### src/rtl/walker_color_decoder_pkg.sv
// rtl/walker_color_decoder_pkg.sv - shared field positions, colour constants and nibble expansion
package walker_color_decoder_pkg;

  localparam int R_HI = 15;
  localparam int G_HI = 11;
  localparam int B_HI = 7;
  localparam int A_HI = 3;

  localparam logic [15:0] RED   = 16'hF000;
  localparam logic [15:0] CORAL = 16'hFAAA;
  localparam logic [15:0] GREY  = 16'hAAAA;
  localparam logic [15:0] WHITE = 16'hFFFF;

  // Bit replication keeps full-scale F at 3FF and zero at 000.
  function automatic logic [9:0] expand_nibble(input logic [3:0] n);
    return {n, n, n[3:2]};
  endfunction

endpackage

### src/rtl/walker_color_decoder_if.sv
// rtl/walker_color_decoder_if.sv - colour input, VGA pixel output and status bundle
interface walker_color_decoder_if #(
  parameter int AW = 2
);

  logic [15:0] iColor;
  logic        iColor_Valid;
  logic        oColor_Ready;
  logic [15:0] iBackground;
  logic        iVGA_Request;
  logic [9:0]  oVGA_R;
  logic [9:0]  oVGA_G;
  logic [9:0]  oVGA_B;
  logic        oPixel_Valid;
  logic [AW:0] oLevel;
  logic        oUnderflow;

  modport master (
    output iColor, iColor_Valid, iBackground, iVGA_Request,
    input  oColor_Ready, oVGA_R, oVGA_G, oVGA_B, oPixel_Valid, oLevel, oUnderflow
  );

  modport slave (
    input  iColor, iColor_Valid, iBackground, iVGA_Request,
    output oColor_Ready, oVGA_R, oVGA_G, oVGA_B, oPixel_Valid, oLevel, oUnderflow
  );

endinterface

### src/rtl/walker_color_decoder_color_fifo.sv
// rtl/walker_color_decoder_color_fifo.sv - power-of-two colour word FIFO with occupancy count
module walker_color_decoder_color_fifo #(
  parameter int DEPTH = 4,
  parameter int AW    = 2
) (
  input  logic          clk_i,
  input  logic          rst_i,
  input  logic          push_i,
  input  logic [15:0]   wdata_i,
  input  logic          pop_i,
  output logic [15:0]   rdata_o,
  output logic [AW:0]   level_o,
  output logic          full_o,
  output logic          empty_o
);

  localparam logic [AW:0] FULL_LVL = (AW+1)'(DEPTH);

  logic [15:0]   mem_q [DEPTH];
  logic [AW-1:0] wr_ptr_q, wr_ptr_d;
  logic [AW-1:0] rd_ptr_q, rd_ptr_d;
  logic [AW:0]   level_q, level_d;

  assign rdata_o = mem_q[rd_ptr_q];
  assign level_o = level_q;
  assign full_o  = (level_q == FULL_LVL);
  assign empty_o = (level_q == '0);

  // Caller guarantees push only when not full and pop only when not empty.
  always_comb begin
    wr_ptr_d = wr_ptr_q;
    rd_ptr_d = rd_ptr_q;
    level_d  = level_q;
    if (push_i) wr_ptr_d = wr_ptr_q + AW'(1);
    if (pop_i)  rd_ptr_d = rd_ptr_q + AW'(1);
    case ({push_i, pop_i})
      2'b10:   level_d = level_q + (AW+1)'(1);
      2'b01:   level_d = level_q - (AW+1)'(1);
      default: level_d = level_q;
    endcase
  end

  always_ff @(posedge clk_i) begin
    if (rst_i) begin
      wr_ptr_q <= '0;
      rd_ptr_q <= '0;
      level_q  <= '0;
    end else begin
      wr_ptr_q <= wr_ptr_d;
      rd_ptr_q <= rd_ptr_d;
      level_q  <= level_d;
    end
  end

  always_ff @(posedge clk_i) begin
    if (push_i && !rst_i) mem_q[wr_ptr_q] <= wdata_i;
  end

endmodule

### src/rtl/walker_color_decoder.sv
// rtl/walker_color_decoder.sv - buffers 4:4:4:4 colour words and decodes one per VGA request
module walker_color_decoder
  import walker_color_decoder_pkg::*;
#(
  parameter int DEPTH = 4,
  parameter int AW    = 2
) (
  input  logic                   iCLK,
  input  logic                   iRST,
  walker_color_decoder_if.slave  bus
);

  logic [15:0] head;
  logic [AW:0] level;
  logic        full;
  logic        empty;
  logic        push;
  logic        pop;

  logic [15:0] src_d;
  logic [9:0]  r_q, r_d;
  logic [9:0]  g_q, g_d;
  logic [9:0]  b_q, b_d;
  logic        pv_q, pv_d;
  logic        uf_q, uf_d;

  assign push = bus.iColor_Valid && !full;
  assign pop  = bus.iVGA_Request && !empty;

  walker_color_decoder_color_fifo #(
    .DEPTH (DEPTH),
    .AW    (AW)
  ) u_fifo (
    .clk_i   (iCLK),
    .rst_i   (iRST),
    .push_i  (push),
    .wdata_i (bus.iColor),
    .pop_i   (pop),
    .rdata_o (head),
    .level_o (level),
    .full_o  (full),
    .empty_o (empty)
  );

  // Transparent words and underflow both fall back to the background colour.
  always_comb begin
    src_d = bus.iBackground;
    if (pop && (head[A_HI -: 4] != 4'h0)) src_d = head;
    r_d  = r_q;
    g_d  = g_q;
    b_d  = b_q;
    pv_d = pv_q;
    uf_d = uf_q;
    if (bus.iVGA_Request) begin
      r_d  = expand_nibble(src_d[R_HI -: 4]);
      g_d  = expand_nibble(src_d[G_HI -: 4]);
      b_d  = expand_nibble(src_d[B_HI -: 4]);
      pv_d = pop;
      if (!pop) uf_d = 1'b1;
    end
  end

  always_ff @(posedge iCLK) begin
    if (iRST) begin
      r_q  <= '0;
      g_q  <= '0;
      b_q  <= '0;
      pv_q <= 1'b0;
      uf_q <= 1'b0;
    end else begin
      r_q  <= r_d;
      g_q  <= g_d;
      b_q  <= b_d;
      pv_q <= pv_d;
      uf_q <= uf_d;
    end
  end

  assign bus.oColor_Ready = !full;
  assign bus.oVGA_R       = r_q;
  assign bus.oVGA_G       = g_q;
  assign bus.oVGA_B       = b_q;
  assign bus.oPixel_Valid = pv_q;
  assign bus.oLevel       = level;
  assign bus.oUnderflow   = uf_q;

endmodule
### src/flat_wrapper.sv
// flat-port wrapper written by rule: the top's interface ports become plain ports
module walker_color_decoder_flat import walker_color_decoder_pkg::*;
#(
  parameter int DEPTH = 4,
  parameter int AW    = 2
)
  (iCLK, iRST, bus_iColor, bus_iColor_Valid, bus_iBackground, bus_iVGA_Request, bus_oColor_Ready, bus_oVGA_R, bus_oVGA_G, bus_oVGA_B, bus_oPixel_Valid, bus_oLevel, bus_oUnderflow);
  walker_color_decoder_if #(.AW(AW)) bus_i ();
  input  logic iCLK;
  input  logic iRST;
  input wire logic [$bits(bus_i.iColor)-1:0] bus_iColor;
  input wire logic [$bits(bus_i.iColor_Valid)-1:0] bus_iColor_Valid;
  input wire logic [$bits(bus_i.iBackground)-1:0] bus_iBackground;
  input wire logic [$bits(bus_i.iVGA_Request)-1:0] bus_iVGA_Request;
  output wire logic [$bits(bus_i.oColor_Ready)-1:0] bus_oColor_Ready;
  output wire logic [$bits(bus_i.oVGA_R)-1:0] bus_oVGA_R;
  output wire logic [$bits(bus_i.oVGA_G)-1:0] bus_oVGA_G;
  output wire logic [$bits(bus_i.oVGA_B)-1:0] bus_oVGA_B;
  output wire logic [$bits(bus_i.oPixel_Valid)-1:0] bus_oPixel_Valid;
  output wire logic [$bits(bus_i.oLevel)-1:0] bus_oLevel;
  output wire logic [$bits(bus_i.oUnderflow)-1:0] bus_oUnderflow;
  assign bus_i.iColor = bus_iColor;
  assign bus_i.iColor_Valid = bus_iColor_Valid;
  assign bus_i.iBackground = bus_iBackground;
  assign bus_i.iVGA_Request = bus_iVGA_Request;
  assign bus_oColor_Ready = bus_i.oColor_Ready;
  assign bus_oVGA_R = bus_i.oVGA_R;
  assign bus_oVGA_G = bus_i.oVGA_G;
  assign bus_oVGA_B = bus_i.oVGA_B;
  assign bus_oPixel_Valid = bus_i.oPixel_Valid;
  assign bus_oLevel = bus_i.oLevel;
  assign bus_oUnderflow = bus_i.oUnderflow;
  walker_color_decoder #(.DEPTH(DEPTH), .AW(AW)) u_core (.iCLK(iCLK), .iRST(iRST), .bus(bus_i));
endmodule
### config.mk
export PLATFORM = sky130hd
export DESIGN_NAME = walker_color_decoder_flat
export DESIGN_NICKNAME = d
export VERILOG_FILES = /design/src/rtl/walker_color_decoder_pkg.sv /design/src/rtl/walker_color_decoder_if.sv /design/src/rtl/walker_color_decoder_color_fifo.sv /design/src/rtl/walker_color_decoder.sv /design/src/flat_wrapper.sv
export SDC_FILE = /design/constraint.sdc
export NUM_CORES = 1
export LEC_CHECK = 0
export ABC_AREA = 1
export BUFFER_PORTS_ARGS = -buffer_cell sky130_fd_sc_hd__buf_4
export CAP_MARGIN = 20
export CORE_ASPECT_RATIO = 0.7
export CORE_MARGIN = 5
export CORE_UTILIZATION = 40
export CTS_CLUSTER_DIAMETER = 80
export DETAILED_ROUTE_END_ITERATION = 12
export PLACE_DENSITY = 0.64
export SETUP_SLACK_MARGIN = 0.05
export SLEW_MARGIN = 10
export SYNTH_ARGS = -nofsm -noshare
export SYNTH_HDL_FRONTEND = slang
export SYNTH_SLANG_ARGS = --single-unit
### constraint.sdc
create_clock -name iCLK -period 2.7 [get_ports iCLK]
set_input_delay 0.27 -clock iCLK [delete_from_list [all_inputs] [get_ports iCLK]]
set_output_delay 0.27 -clock iCLK [all_outputs]
set_load 0.02 [all_outputs]
# Yosys cells after proc, flatten, opt, wreduce, memory -nomap -nowiden
# Memories as Yosys holds them, arrays and structs flattened. A register that Yosys moved wholly into a read port is not among the register bits.
# Cells that the tools add are included.
word_totals:
  ff_bits: 39
  mem_bits_rw: 64
  n_memories: 1
classes:
  addsub: 4
  n_eq_ne: 3
  mux: 6
  n_bitwise: 1
  reduce_logical: 11
memory_table:
  columns: ["memory", "depth", "word_bits", "read_ports", "rd_ports_with_merged_regs", "write_ports", "line", "text"]
  rows:
  - ["u_core.u_fifo.mem_q", 4, 16, 1, 1, 1, "walker_color_decoder_color_fifo.sv:19", "logic [15:0] mem_q [DEPTH];"]
op_table:
  columns: ["cell", "count"]
  rows:
  - ["2-to-1 mux 16 bit", 1]
  - ["one-hot mux 3 bit (2 select lines)", 1]
  - ["adder 2 x 1 -> 2 bit, second input constant", 2]
  - ["logical AND 1 bit", 4]
  - ["2-to-1 mux 2 bit", 2]
  - ["nonzero test 4 bit", 1]
  - ["adder 3 x 1 -> 3 bit, second input constant", 1]
  - ["== test 3 bit, second input constant", 1]
  - ["logical NOT 1 bit", 3]
  - ["logical NOT 3 bit", 1]
  - ["subtractor 3 x 1 -> 3 bit, second input constant", 1]
  - ["== test 2 x 1 -> 1 bit, second input constant", 1]
  - ["== test 2 bit, second input constant", 1]
  - ["2-to-1 mux 1 bit", 2]
  - ["AND reduction 2 bit", 1]
  - ["nonzero test 2 bit", 1]
  - ["NOT 1 bit", 1]

# Longest topological paths before layout
# Gate-level depths: netlist (run 1).
logic_depth:
  depth_word: 6
  ltp_mapped: 11

# Modules after synthesis
# From an unflattened synthesis (run 1), not the netlist that was laid out.
hier_totals:
  cells_unflattened: 350
  hier_area_um2: 3694.8
modules_own_cells:
  columns: ["mod", "n_inst", "cells_each", "area_per_inst_um2"]
  rows:
  - ["walker_color_decoder_color_fifo", 1, 213, 2802.7]
  - ["walker_color_decoder", 1, 137, 892.1]

# Worst setup path after synthesis (run 1)
# OpenSTA, ideal clock, no wires.
synth_timing:
  path_kind: "register to register"
  start: "register u_core.u_fifo.level_q[1] (netlist: u_core.u_fifo.level_o[1])"
  end: "register u_core.u_fifo.level_q[2] (netlist: u_core.u_fifo.level_o[2])"
  setup_ps: 122
  t_arrival_ps: 2180
  slack_ps: 398
  stages_incl_launch_ff: 11
  n_path_buf: 1
  period_less_slack_ps: 2302
  cell_sequence: "dfxtp_1 > clkinv_1 > a31oi_4 > buf_2 > ha_1 > inv_1 > fa_1 > a21oi_1 > o21ai_0 > o21ai_0 > a21oi_1"
synth_via:
  elab_chain_cells: 5
synth_rtl:
  columns: ["element", "line", "text"]
  rows:
  - ["from (decl)", "walker_color_decoder_color_fifo.sv:22", "logic [AW:0] level_q, level_d;"]
  - ["from (signal assigned)", "walker_color_decoder_color_fifo.sv:51", "level_q <= level_d;"]
  - ["logical NOT 3 bit *", "walker_color_decoder_color_fifo.sv:27", "assign empty_o = (level_q == '0);"]
  - ["logical NOT 1 bit *", "walker_color_decoder.sv:28", "assign pop = bus.iVGA_Request && !empty;"]
  - ["logical AND 1 bit *", "walker_color_decoder.sv:28", null]
  - ["via u_core.pop", "walker_color_decoder.sv:18", "logic pop;"]
  - ["== test 2 x 1 -> 1 bit / == test 2 bit (equally long branches)", "walker_color_decoder_color_fifo.sv:36", "case ({push_i, pop_i})"]
  - ["one-hot mux 3 bit (2 select lines) / nonzero test 2 bit (equally long branches)", null, null]
# Mark *: on every way through the listed nets, which the timed path passes. The rest lies on a longest branch.
# A chain may end at the register's enable or synchronous reset.

# Worst setup path in the final report (run 1)
layout_timing:
  start: "register u_core.u_fifo.level_q[1] (netlist: u_core.u_fifo.level_o[1])"
  end: "register u_core.u_fifo.level_q[2] (netlist: u_core.u_fifo.level_o[2])"
layout_via:
  elab_chain_cells: 5
layout_rtl:
  columns: ["element", "line"]
  rows:
  - ["== test 3 bit / logical NOT 3 bit (equally long branches)", "walker_color_decoder_color_fifo.sv:26, walker_color_decoder_color_fifo.sv:27"]
  - ["logical NOT 1 bit (on tied branches)", "walker_color_decoder.sv:27, walker_color_decoder.sv:28"]
  - ["logical AND 1 bit (on tied branches)", "walker_color_decoder.sv:27, walker_color_decoder.sv:28"]
  - ["== test 2 x 1 -> 1 bit / == test 2 bit (equally long branches)", "walker_color_decoder_color_fifo.sv:36"]
  - ["one-hot mux 3 bit (2 select lines) / nonzero test 2 bit (equally long branches)", null]
# Several ways; a longest one is shown, not always the timed one.

==> out/results.tsv, run 1 <==
stage	metric	value	unit
logic_synthesis	syn_area_per_cell	9.553	sq um
worst_setup_path	crit path kind	reg -> reg	
cells_and_area	fin util	49.22	%
detailed_routing	Vias	2724	
worst_hold_path	worst hold start	bus_iColor[15]	
worst_setup_path	Crit. End Element	flop	
cells_and_area	Diodes inserted	0	
timing	Worst Slack Setup Final	685.7	ps
worst_setup_path	CP Launch Type	flop	
place	DP HPWL	5623	microns
worst_hold_path	worst hold path depth	1	
logic_synthesis	warnings from Yosys	0	
logic_synthesis	Area contributors post-synth	edfxtp_1, dfxtp_1, nand2_1	
power_and_ir_drop	IR drop worst, VDD	0.4676	mV
worst_hold_path	worst hold path endpoint	u_core.u_fifo.mem_q[2][15]	
clocking	Root Driver	clkbuf_16	
logic_synthesis	count of cell types in the netlist	24	
flow_run	max cap viols	0	
detailed_routing	Pre-antenna DRT Iters	4	
logic_synthesis	most common library cells after synthesis	nand2_1, inv_1, edfxtp_1	
logic_synthesis	synthesized net count	448	
cells_and_area	fin nets	505	
logic_synthesis	share of the synthesized area in the top cell type	49.55	%
logic_synthesis	Synth Register Bits	87	
detailed_routing	first-iteration detailed-routing DRC count	185	
timing	final cycle utilization of the critical path	74.60	%
grt	Most Used Layer, Global Route	met2	
grt	number of global-route vias before repair	2673	
clocking	post-cts resize count	0	
cells_and_area	Layout Cells excl Fill	596	
grt	gr usage total	14.11	%
cells_and_area	share of layout cells above drive strength 1	20.94	%
worst_setup_path	CP max FO	4	
timing	Slew Limit Fails	0	
logic_synthesis	sequential-to-total area share from yosys stat	61.42	%
detailed_routing	DR WL/cell	13.18	microns
clocking	Reg clk slew, reported paths	60	ps
place	routability cong.	0.7952	
worst_setup_path	R2R Setup Slk	690	ps
clocking	CTS buffer count	9	
grt	grt met2 use	22.02	%
worst_hold_path	worst hold-check path type	in -> reg	
worst_setup_path	CP max-delay cell	fa_1	
clocking	CTS tree	done	
grt	pin count of the biggest net entering global routing	27	
logic_synthesis	Yosys top cell by area	edfxtp_1	
grt	first-pass GRT wire length	12920	microns
logic_synthesis	EDFF count, synth	64	
clocking	setup bufs post-CTS	0	
worst_setup_path	CP peak stage delay	370	ps
worst_setup_path	launch point of the worst reg-to-reg path	u_core.u_fifo.level_o[1]	
timing	setup TNS	0	ps
place	DP Worst Slack	708.0	ps
worst_setup_path	R2R Path End	u_core.u_fifo.level_o[2]	
timing	Slew headroom	71.83	%
floorplan	Ports	72	
power_and_ir_drop	Leak	2.163	nW
floorplan	die footprint	0.01180	sq mm
timing	Tightest Pin Transition	421.0	ps
floorplan	Die W	127.7	microns
grt	GRT Residual Overflow	0	
clocking	CTS Buffer Depth	2	
place	DP Area	0.004420	sq mm
detailed_routing	drt drc	0	
detailed_routing	Post-DRT Antenna Nets	0	
worst_setup_path	Critical path origin	u_core.u_fifo.level_o[1]	
timing	FMAX	496.5	MHz
grt	met3 Resource Use GR	4.784	%
logic_synthesis	cell with the most instances after synthesis	nand2_1	
floorplan	floorplan row count	30	
run_status	outcome	complete, no violations	
clocking	hold_buf cts	0	
detailed_routing	Via-to-Cell Ratio	4.570	
power_and_ir_drop	pwr dens	818.9	mW/mm^2
worst_setup_path	worst r2r path cells	9	
place	placed cell count	580	
timing	Final setup viols	0	
cells_and_area	Layout area overhead	21.45	%
clocking	H-Tree Level Count	3	
floorplan	Die Ht	92.39	microns
logic_synthesis	ys async rst share	0	%
logic_synthesis	Post-Syn Area	0.003879	sq mm
timing	setup skew after layout	5.133	ps
grt	antenna violations before repair	0	
cells_and_area	fin area	0.004711	sq mm
timing	Final Hold Viols	0	
timing	Tmin final	2014	ps
floorplan	Starting Density	40.52	%
logic_synthesis	Syn Inst Count	406	
worst_setup_path	critical path data required time	2920	ps
clocking	clk_lat worst skew	330	ps
detailed_routing	drt total wl	7857	microns
floorplan	Core Footprint	0.009572	sq mm
place	Port Buf Inserts	67	
worst_setup_path	cell family contributing the most delay on the critical path	compound AO/OA/AOI/OAI gates	
worst_setup_path	worst path cell trace	clkinv_1 > a31oi_4 > ha_1 > inv_1 > fa_1 > a21oi_1 > o21ai_0 > o21ai_0 > a21oi_1	
grt	GRT met1 Usage	18.68	%
worst_setup_path	Worst Path Buf+Inv	2	
logic_synthesis	Synth Flop Type	edfxtp_1	
clocking	# clock sinks	87	
worst_setup_path	critical path arrival	2230	ps
timing	RSZ-0062 raised after global routing	false	
-- per-layer routing --
layer  routed length, microns  vias up
met1                     3630     1267
met3                      442        6
met4                       85        0
met2                     3699       61
li1                         -     1390
met5                        0        -
-- cell families after synthesis --
group / after synthesis / share of synthesized area [%]
and+or+nand+nor: 161 / 18.10
AOI/OAI and AO/OA: 31 / 4.484
DFF: 87 / 61.42
buffers and inverters: 121 / 13.87
adders and majority gates: 6 / 2.129
-- per-stage QoR --
stage	total power, W	hold slack (ps)
after CTS	0.003900	118.9
after detailed placement	0.002695	450.8
after floorplan	0.002386	339.1
final	0.003858	132.7
after global placement	0.002672	446.1
after global routing	0.004089	120.9
-- where the power goes --
group | switching (W) | total, W | internal (W)
logic | 0.000643 | 0.00103 | 0.000382
registers | 0.0000691 | 0.00163 | 0.00156
clock network | 0.000490 | 0.00120 | 0.000713
-- final cells by class --
type | instances | area (sq um)
Sequential cell | 87 | 2382
Tap cell | 128 | 160.2
Clock buffer | 10 | 229.0
Clock inverter | 6 | 61.31
Multi-Input combinational cell | 198 | 958.4
Inverter | 89 | 334.1
Timing Repair Buffer | 78 | 585.6
Fill cell | 902 | 4861
-- how the worst max path moves through the flow --
stage / slack, ps / to / cells after the start
2_1_floorplan: 400 / u_core.u_fifo.level_o[2] / 10
3_3_place_gp: 720 / u_core.u_fifo.level_o[2] / 10
3_5_place_dp: 710 / u_core.u_fifo.level_o[2] / 10
4_1_cts: 700 / u_core.u_fifo.level_o[2] / 9
5_1_grt: 440 / u_core.u_fifo.level_o[2] / 9
6_report: 690 / u_core.u_fifo.level_o[2] / 9
-- worst reg2reg max path, delay by kind of cell (launching register included) --
family / cells / cell delay, ps
buffers and inverters: 2 / 250
DFF: 1 / 360
adders and majority gates: 2 / 530
AOI/OAI and AO/OA: 5 / 740
-- layout by cell type, fill, tap and decap left out --
cell type	synthesis	layout
nand4_1	13	13
clkinvlp_4	0	1
nor2_1	14	14
inv_2	2	2
nand2_1	91	91
nand2_2	1	1
fa_1	1	1
nand3_2	1	1
o21ai_0	5	5
nand3b_1	2	2
clkbuf_16	0	9
o21ai_1	2	2
a31oi_4	1	1
a21oi_1	22	22
clkinv_1	2	2
clkinv_4	0	1
dfxtp_1	23	23
bufinv_16	0	1
buf_4	18	78
o211ai_1	1	1
ha_1	5	5
edfxtp_1	64	64
clkbuf_1	4	1
clkinv_2	0	3
nand3_1	39	39
inv_1	85	85
-- registers in the layout, indices dropped and copies added, names as in the netlist, named ones only --
name	cells
u_core.bus.oPixel_Valid	1
u_core.u_fifo.mem_q	64
u_core.bus.oVGA_R	4
u_core.u_fifo.wr_ptr_q	2
u_core.bus.oUnderflow	1
u_core.bus.oVGA_G	4
u_core.u_fifo.rd_ptr_q	2
u_core.bus.oVGA_B	4
u_core.u_fifo.level_o	3
Note: power is estimated with default switching activity, not from simulation.
==> inputs of run 2 (changes only) <==
Clock period 2.7 ns to 1.88 ns, I/O delays scaled along.
==> out/results.tsv, run 2 (synthesis gave the netlist of run 1 again) <==
stage	metric	value	unit	change
timing	setup TNS	0	ps	unchanged
worst_setup_path	R2R Setup Slk	170	ps	-520 ps
floorplan	Die W	127.7	microns	unchanged
timing	RSZ-0062 raised after global routing	false		
worst_hold_path	worst hold path depth	1		unchanged
clocking	# clock sinks	87		unchanged
grt	gr usage total	14.43	%	+0.32 points
cells_and_area	max reg flops	64		unchanged
cells_and_area	area of the multi-input gates	984.7	sq um	+2.7%
detailed_routing	Via-to-Cell Ratio	4.612		+0.91%
floorplan	floorplan row count	30		unchanged
clocking	hold_buf cts	0		unchanged
power_and_ir_drop	Seq pwr share	42.1	%	about the same
floorplan	Starting Density	40.52	%	unchanged
clocking	Root Driver	clkbuf_16		
timing	Slew Limit Fails	0		unchanged
cells_and_area	fin nets	512		+1.4%
power_and_ir_drop	Sw Ratio	30.61	%	-0.54 points
cells_and_area	fin area	0.004812	sq mm	+2.2%
detailed_routing	Pre-antenna DRT Iters	5		+1
clocking	H-Tree Level Count	3		unchanged
worst_setup_path	launch point of the worst reg-to-reg path	u_core.u_fifo.level_o[1]		
cells_and_area	Layout Cells excl Fill	603		+1.2%
timing	Final setup viols	0		unchanged
detailed_routing	drt total wl	8024	microns	+2.1%
timing	FMAX	583.7	MHz	+18%
worst_setup_path	critical path data required time	2090	ps	-830 ps
worst_setup_path	Crit path top cell by count	o21ai_1		
place	DP HPWL	5753	microns	+2.3%
floorplan	Core Footprint	0.009572	sq mm	unchanged
worst_setup_path	CP max FO	4		unchanged
power_and_ir_drop	Leak	2.205	nW	+1.9%
cells_and_area	most common cell after layout, fill and taps aside	nand2_1		
power_and_ir_drop	Clock power frac	30.3	%	-0.9 points
worst_setup_path	Worst Path Buf+Inv	2		unchanged
timing	setup skew after layout	6.346	ps	+1.214 ps
grt	number of global-route vias before repair	2729		+2.1%
worst_setup_path	crit path kind	reg -> reg		
worst_hold_path	worst hold path endpoint	u_core.u_fifo.mem_q[1][10]		
timing	Worst Slack Setup Final	166.9	ps	-518.8 ps
worst_setup_path	cell family contributing the most delay on the critical path	compound AO/OA/AOI/OAI gates		
timing	Slew headroom	82.51	%	+11 points
cells_and_area	share of layout cells above drive strength 1	24.00	%	+3.1 points
clocking	CTS Buffer Depth	2		unchanged
detailed_routing	Post-DRT Antenna Nets	0		unchanged
worst_setup_path	Crit. End Element	flop		
timing	Final Hold Viols	0		unchanged
worst_setup_path	worst r2r path cells	9		unchanged
grt	pin count of the biggest net entering global routing	25		-7.4%
detailed_routing	Vias	2781		+2.1%
floorplan	Ports	72		unchanged
worst_setup_path	CP peak stage delay	360	ps	about the same
flow_run	max cap viols	0		unchanged
cells_and_area	Biggest register	u_core.u_fifo.mem_q		
detailed_routing	first-iteration detailed-routing DRC count	170		-8.1%
cells_and_area	Diodes inserted	0		unchanged
power_and_ir_drop	Int Pwr	0.003895	W	+47%
worst_setup_path	R2R Path End	u_core.u_fifo.level_o[2]		
detailed_routing	DR WL/cell	13.31	microns	+0.94%
worst_setup_path	CP max-delay cell	dfxtp_4		
cells_and_area	Layout area overhead	24.06	%	
clocking	clk_lat worst skew	330	ps	about the same
cells_and_area	register area	0.002391	sq mm	+0.37%
timing	Tightest Pin Transition	262.3	ps	-158.6 ps
place	DP Worst Slack	52.88	ps	-655.2 ps
timing	Tmin final	1713	ps	-301.2 ps
grt	GRT Residual Overflow	0		unchanged
power_and_ir_drop	net switching power	0.001719	W	+43%
power_and_ir_drop	combinational share of power	27.7	%	+1.1 points
worst_setup_path	critical path arrival	1920	ps	-310 ps
power_and_ir_drop	IR drop worst, VDD	0.7096	mV	+52%
place	placed cell count	586		+1.0%
cells_and_area	most frequent cells in the layout	nand2_1, buf_4, inv_1		
worst_setup_path	CP Launch Type	flop		
power_and_ir_drop	pwr dens	1167	mW/mm^2	+42%
cells_and_area	fin util	50.27	%	+1.1 points
place	routability cong.	0.7704		-3.1%
worst_setup_path	worst path cell trace	clkinv_4 > a31oi_4 > ha_4 > inv_4 > fa_2 > a21oi_2 > o21ai_1 > o21ai_1 > a21oi_1		
clocking	Reg clk slew, reported paths	60	ps	about the same
run_status	outcome	complete, no violations		
detailed_routing	drt drc	0		unchanged
grt	antenna violations before repair	0		unchanged
worst_hold_path	worst hold start	bus_iColor[10]		
clocking	CTS buffer count	9		unchanged
cells_and_area	number of fill cells in the layout	887		-1.7%
floorplan	Die Ht	92.39	microns	unchanged
floorplan	die footprint	0.01180	sq mm	unchanged
clocking	CTS tree	done		
grt	first-pass GRT wire length	13340	microns	+3.3%
worst_hold_path	worst hold-check path type	in -> reg		
place	Port Buf Inserts	67		unchanged
place	DP Area	0.004497	sq mm	+1.7%
timing	final cycle utilization of the critical path	91.12	%	+17 points
==> run 2: final cells by class <==
cell class | instances | share of cell area, %
tap | 128 | 3.328
inverter | 89 | 7.202
timing repair buffer | 85 | 13.26
sequential | 87 | 49.69
multi-input combinational | 198 | 20.46
clock buffer | 16 | 6.058
==> run 2: how the worst max path moves through the flow <==
stage,startpoint,end,cells past startpoint
floorplan,u_core.u_fifo.level_o[1],u_core.u_fifo.mem_q[0][0],4
global placement,u_core.u_fifo.level_o[0],u_core.u_fifo.level_o[2],9
detailed placement,u_core.u_fifo.level_o[0],u_core.u_fifo.level_o[2],10
CTS,u_core.u_fifo.level_o[0],u_core.u_fifo.level_o[2],10
global route,u_core.u_fifo.level_o[1],u_core.u_fifo.level_o[2],9
finish,u_core.u_fifo.level_o[1],u_core.u_fifo.level_o[2],9
==> run 2: routing by layer <==
metal	vias up	part of all wire, %	GRT usage (%)
met5	-	0	0
met4	0	0.92	3.975
met3	7	4.9	4.899
met2	52	48	22.77
met1	1316	46	19.04
li1	1406	-	-
==> run 2: power groups by stage <==
stage,sequential (W),clock [W],combinational (W)
detailed placement,0.00240,0,0.00154
CTS,0.00236,0.00174,0.00155
global route,0.00238,0.00182,0.00175
global placement,0.00240,0,0.00150
finish,0.00236,0.00170,0.00155
floorplan,0.00247,0,0.00101
==> run 2: stage by stage <==
step	power [W]	hold WS, ps
2_1_floorplan	0.003481	257.1
3_3_place_gp	0.003899	390.9
3_5_place_dp	0.003941	391.3
4_1_cts	0.005647	46.38
5_1_grt	0.005963	45.86
6_report	0.005614	60.89
==> run 2: repair_timing <==
item                                   4_1_cts  5_1_grt
endpoints found under the hold margin        0        0
buffers inserted                             0        1
gates resized for setup                      0        7
setup endpoints to repair                    0        1
==> inputs of run 3 (changes only) <==
Settings changed: CORE_ASPECT_RATIO 0.7 to 0.5, HOLD_SLACK_MARGIN set to 0.02.
==> out/results.tsv, run 3 (synthesis gave the netlist of run 1 again) <==
stage	metric	value	unit	change
worst_setup_path	Crit. End Element	flop		
flow_run	max cap viols	0		unchanged
detailed_routing	DR WL/cell	13.19	microns	-0.87%
floorplan	Die W	149.3	microns	+17%
detailed_routing	Pre-antenna DRT Iters	4		-1
timing	Tmin final	1682	ps	-31.25 ps
grt	first-pass GRT wire length	12720	microns	-4.7%
clocking	H-Tree Level Count	3		unchanged
floorplan	floorplan row count	25		-17%
cells_and_area	fin area	0.004796	sq mm	-0.34%
cells_and_area	share of layout cells above drive strength 1	23.78	%	-0.22 points
power_and_ir_drop	IR drop worst, VDD	0.4224	mV	-40%
grt	GRT Residual Overflow	0		unchanged
detailed_routing	Post-DRT Antenna Nets	0		unchanged
clocking	CTS buffer count	9		unchanged
floorplan	Die Ht	79.63	microns	-14%
timing	Final Hold Viols	0		unchanged
timing	Final setup viols	0		unchanged
place	DP Worst Slack	96.85	ps	+43.97 ps
timing	Worst Slack Setup Final	198.2	ps	+31.25 ps
grt	pin count of the biggest net entering global routing	25		unchanged
worst_setup_path	worst r2r path cells	9		unchanged
grt	number of global-route vias before repair	2534		-7.1%
timing	setup skew after layout	6.650	ps	+0.3036 ps
clocking	clk_lat worst skew	330	ps	about the same
timing	final cycle utilization of the critical path	89.46	%	-1.7 points
place	Port Buf Inserts	67		unchanged
timing	RSZ-0062 raised after global routing	false		
worst_setup_path	critical path data required time	2090	ps	about the same
cells_and_area	Biggest register	u_core.u_fifo.mem_q		
detailed_routing	drt drc	0		unchanged
floorplan	die footprint	0.01189	sq mm	+0.75%
timing	Tightest Pin Transition	506.0	ps	+243.6 ps
detailed_routing	Via-to-Cell Ratio	4.467		-3.1%
place	DP HPWL	5620	microns	-2.3%
grt	antenna violations before repair	0		unchanged
detailed_routing	first-iteration detailed-routing DRC count	101		-41%
place	routability cong.	0.7247		-5.9%
cells_and_area	max reg flops	64		unchanged
detailed_routing	drt total wl	7994	microns	-0.37%
clocking	Root Driver	clkbuf_16		
cells_and_area	fin nets	510		-0.39%
timing	final hold slack	55.62	ps	-5.274 ps
cells_and_area	Layout area overhead	23.65	%	
worst_setup_path	CP Launch Type	flop		
detailed_routing	Vias	2707		-2.7%
grt	gr usage total	13.95	%	-0.49 points
cells_and_area	Diodes inserted	0		unchanged
floorplan	Starting Density	41.06	%	+0.54 points
cells_and_area	most common cell after layout, fill and taps aside	nand2_1		
floorplan	Core Footprint	0.009447	sq mm	-1.3%
floorplan	Ports	72		unchanged
clocking	CTS Buffer Depth	2		unchanged
clocking	# clock sinks	87		unchanged
power_and_ir_drop	pwr dens	1149	mW/mm^2	-1.5%
worst_setup_path	CP max FO	4		unchanged
clocking	Reg clk slew, reported paths	60	ps	about the same
cells_and_area	most frequent cells in the layout	nand2_1, inv_1, buf_4		
power_and_ir_drop	Leak	2.179	nW	-1.1%
worst_setup_path	crit path kind	reg -> reg		
timing	Slew headroom	66.23	%	-16 points
worst_hold_path	worst hold-check path type	in -> reg		
clocking	CTS tree	done		
worst_setup_path	critical path arrival	1890	ps	-30 ps
timing	Slew Limit Fails	0		unchanged
worst_hold_path	worst hold path depth	1		unchanged
timing	FMAX	594.6	MHz	+1.9%
run_status	outcome	complete, no violations		
place	DP Area	0.004508	sq mm	+0.25%
## run 3: cell count changes in the layout (fill, tap and decap cells not counted), moves of 2 or more
cell	delta
buf_12	+2
buf_4	-4
clkbuf_1	-3
clkbuf_8	-4
clkinv_4	+2
clkinvlp_4	+2
## run 3: final cells by class
type | count | area [sq um]
tap | 135 | 168.9
fill | 858 | 4651
sequential | 87 | 2391
inverter | 89 | 344.1
multi-input combinational | 198 | 980.9
clock buffer | 9 | 225.2
timing repair buffer | 83 | 648.1
clock inverter | 5 | 37.54
## run 3: per-layer routing
metal / up-vias / wire [microns] / global-route usage, %
li1: 1396 / - / -
met1: 1212 / 3881 / 18.82
met2: 92 / 3332 / 20.96
met3: 7 / 706 / 4.991
met4: 0 / 75 / 4.658
met5: - / 0 / 0
## run 3: per-stage QoR
| stage | power (W) | instances | utilization, % | setup TNS, ps |
|---|---|---|---|---|
| after floorplan | 0.003481 | 406 | - | -7344 |
| after global placement | 0.003933 | 590 | 47.72 | 0 |
| after detailed placement | 0.003953 | 590 | 47.72 | 0 |
| after CTS | 0.005529 | 604 | 50.50 | 0 |
| after global routing | 0.005810 | 606 | 50.77 | 0 |
| final | 0.005510 | 606 | 50.77 | 0 |
## run 3: report_power, final
group / switching [W] / total, W / internal [W] / leakage (nW)
Clock: 0.000691 / 0.00157 / 0.000881 / 0.123
Sequential: 0.000112 / 0.00236 / 0.00225 / 0.773
Combinational: 0.000969 / 0.00158 / 0.000606 / 1.28
Total: 0.00177 / 0.00551 / 0.00374 / 2.18
## run 3: path summary, 6_finish.rpt
| kind | slack, ps | to | from |
|---|---|---|---|
| worst max register to register | 200 | u_core.u_fifo.level_o[2] | u_core.u_fifo.level_o[1] |
| worst min-delay path | 60 | u_core.u_fifo.mem_q[0][7] | bus_iColor[7] |
| worst min register to register | 460 | u_core.bus.oUnderflow | u_core.bus.oUnderflow |
| worst max-delay path | 200 | u_core.u_fifo.level_o[2] | u_core.u_fifo.level_o[1] |
## run 3: critical path, stage by stage, from the launching register on
cell	delay (ps)
dfxtp_4	370
clkinv_4	70
a31oi_4	220
ha_4	160
inv_2	40
fa_2	330
a21oi_1	120
o21ai_1	90
o21ai_1	120
a21oi_1	50
## run 3: timing repair
action	in CTS	in global routing
buffers inserted	0	2
gates resized for setup	0	5
setup endpoints to repair	0	1
hold buffers	0	0
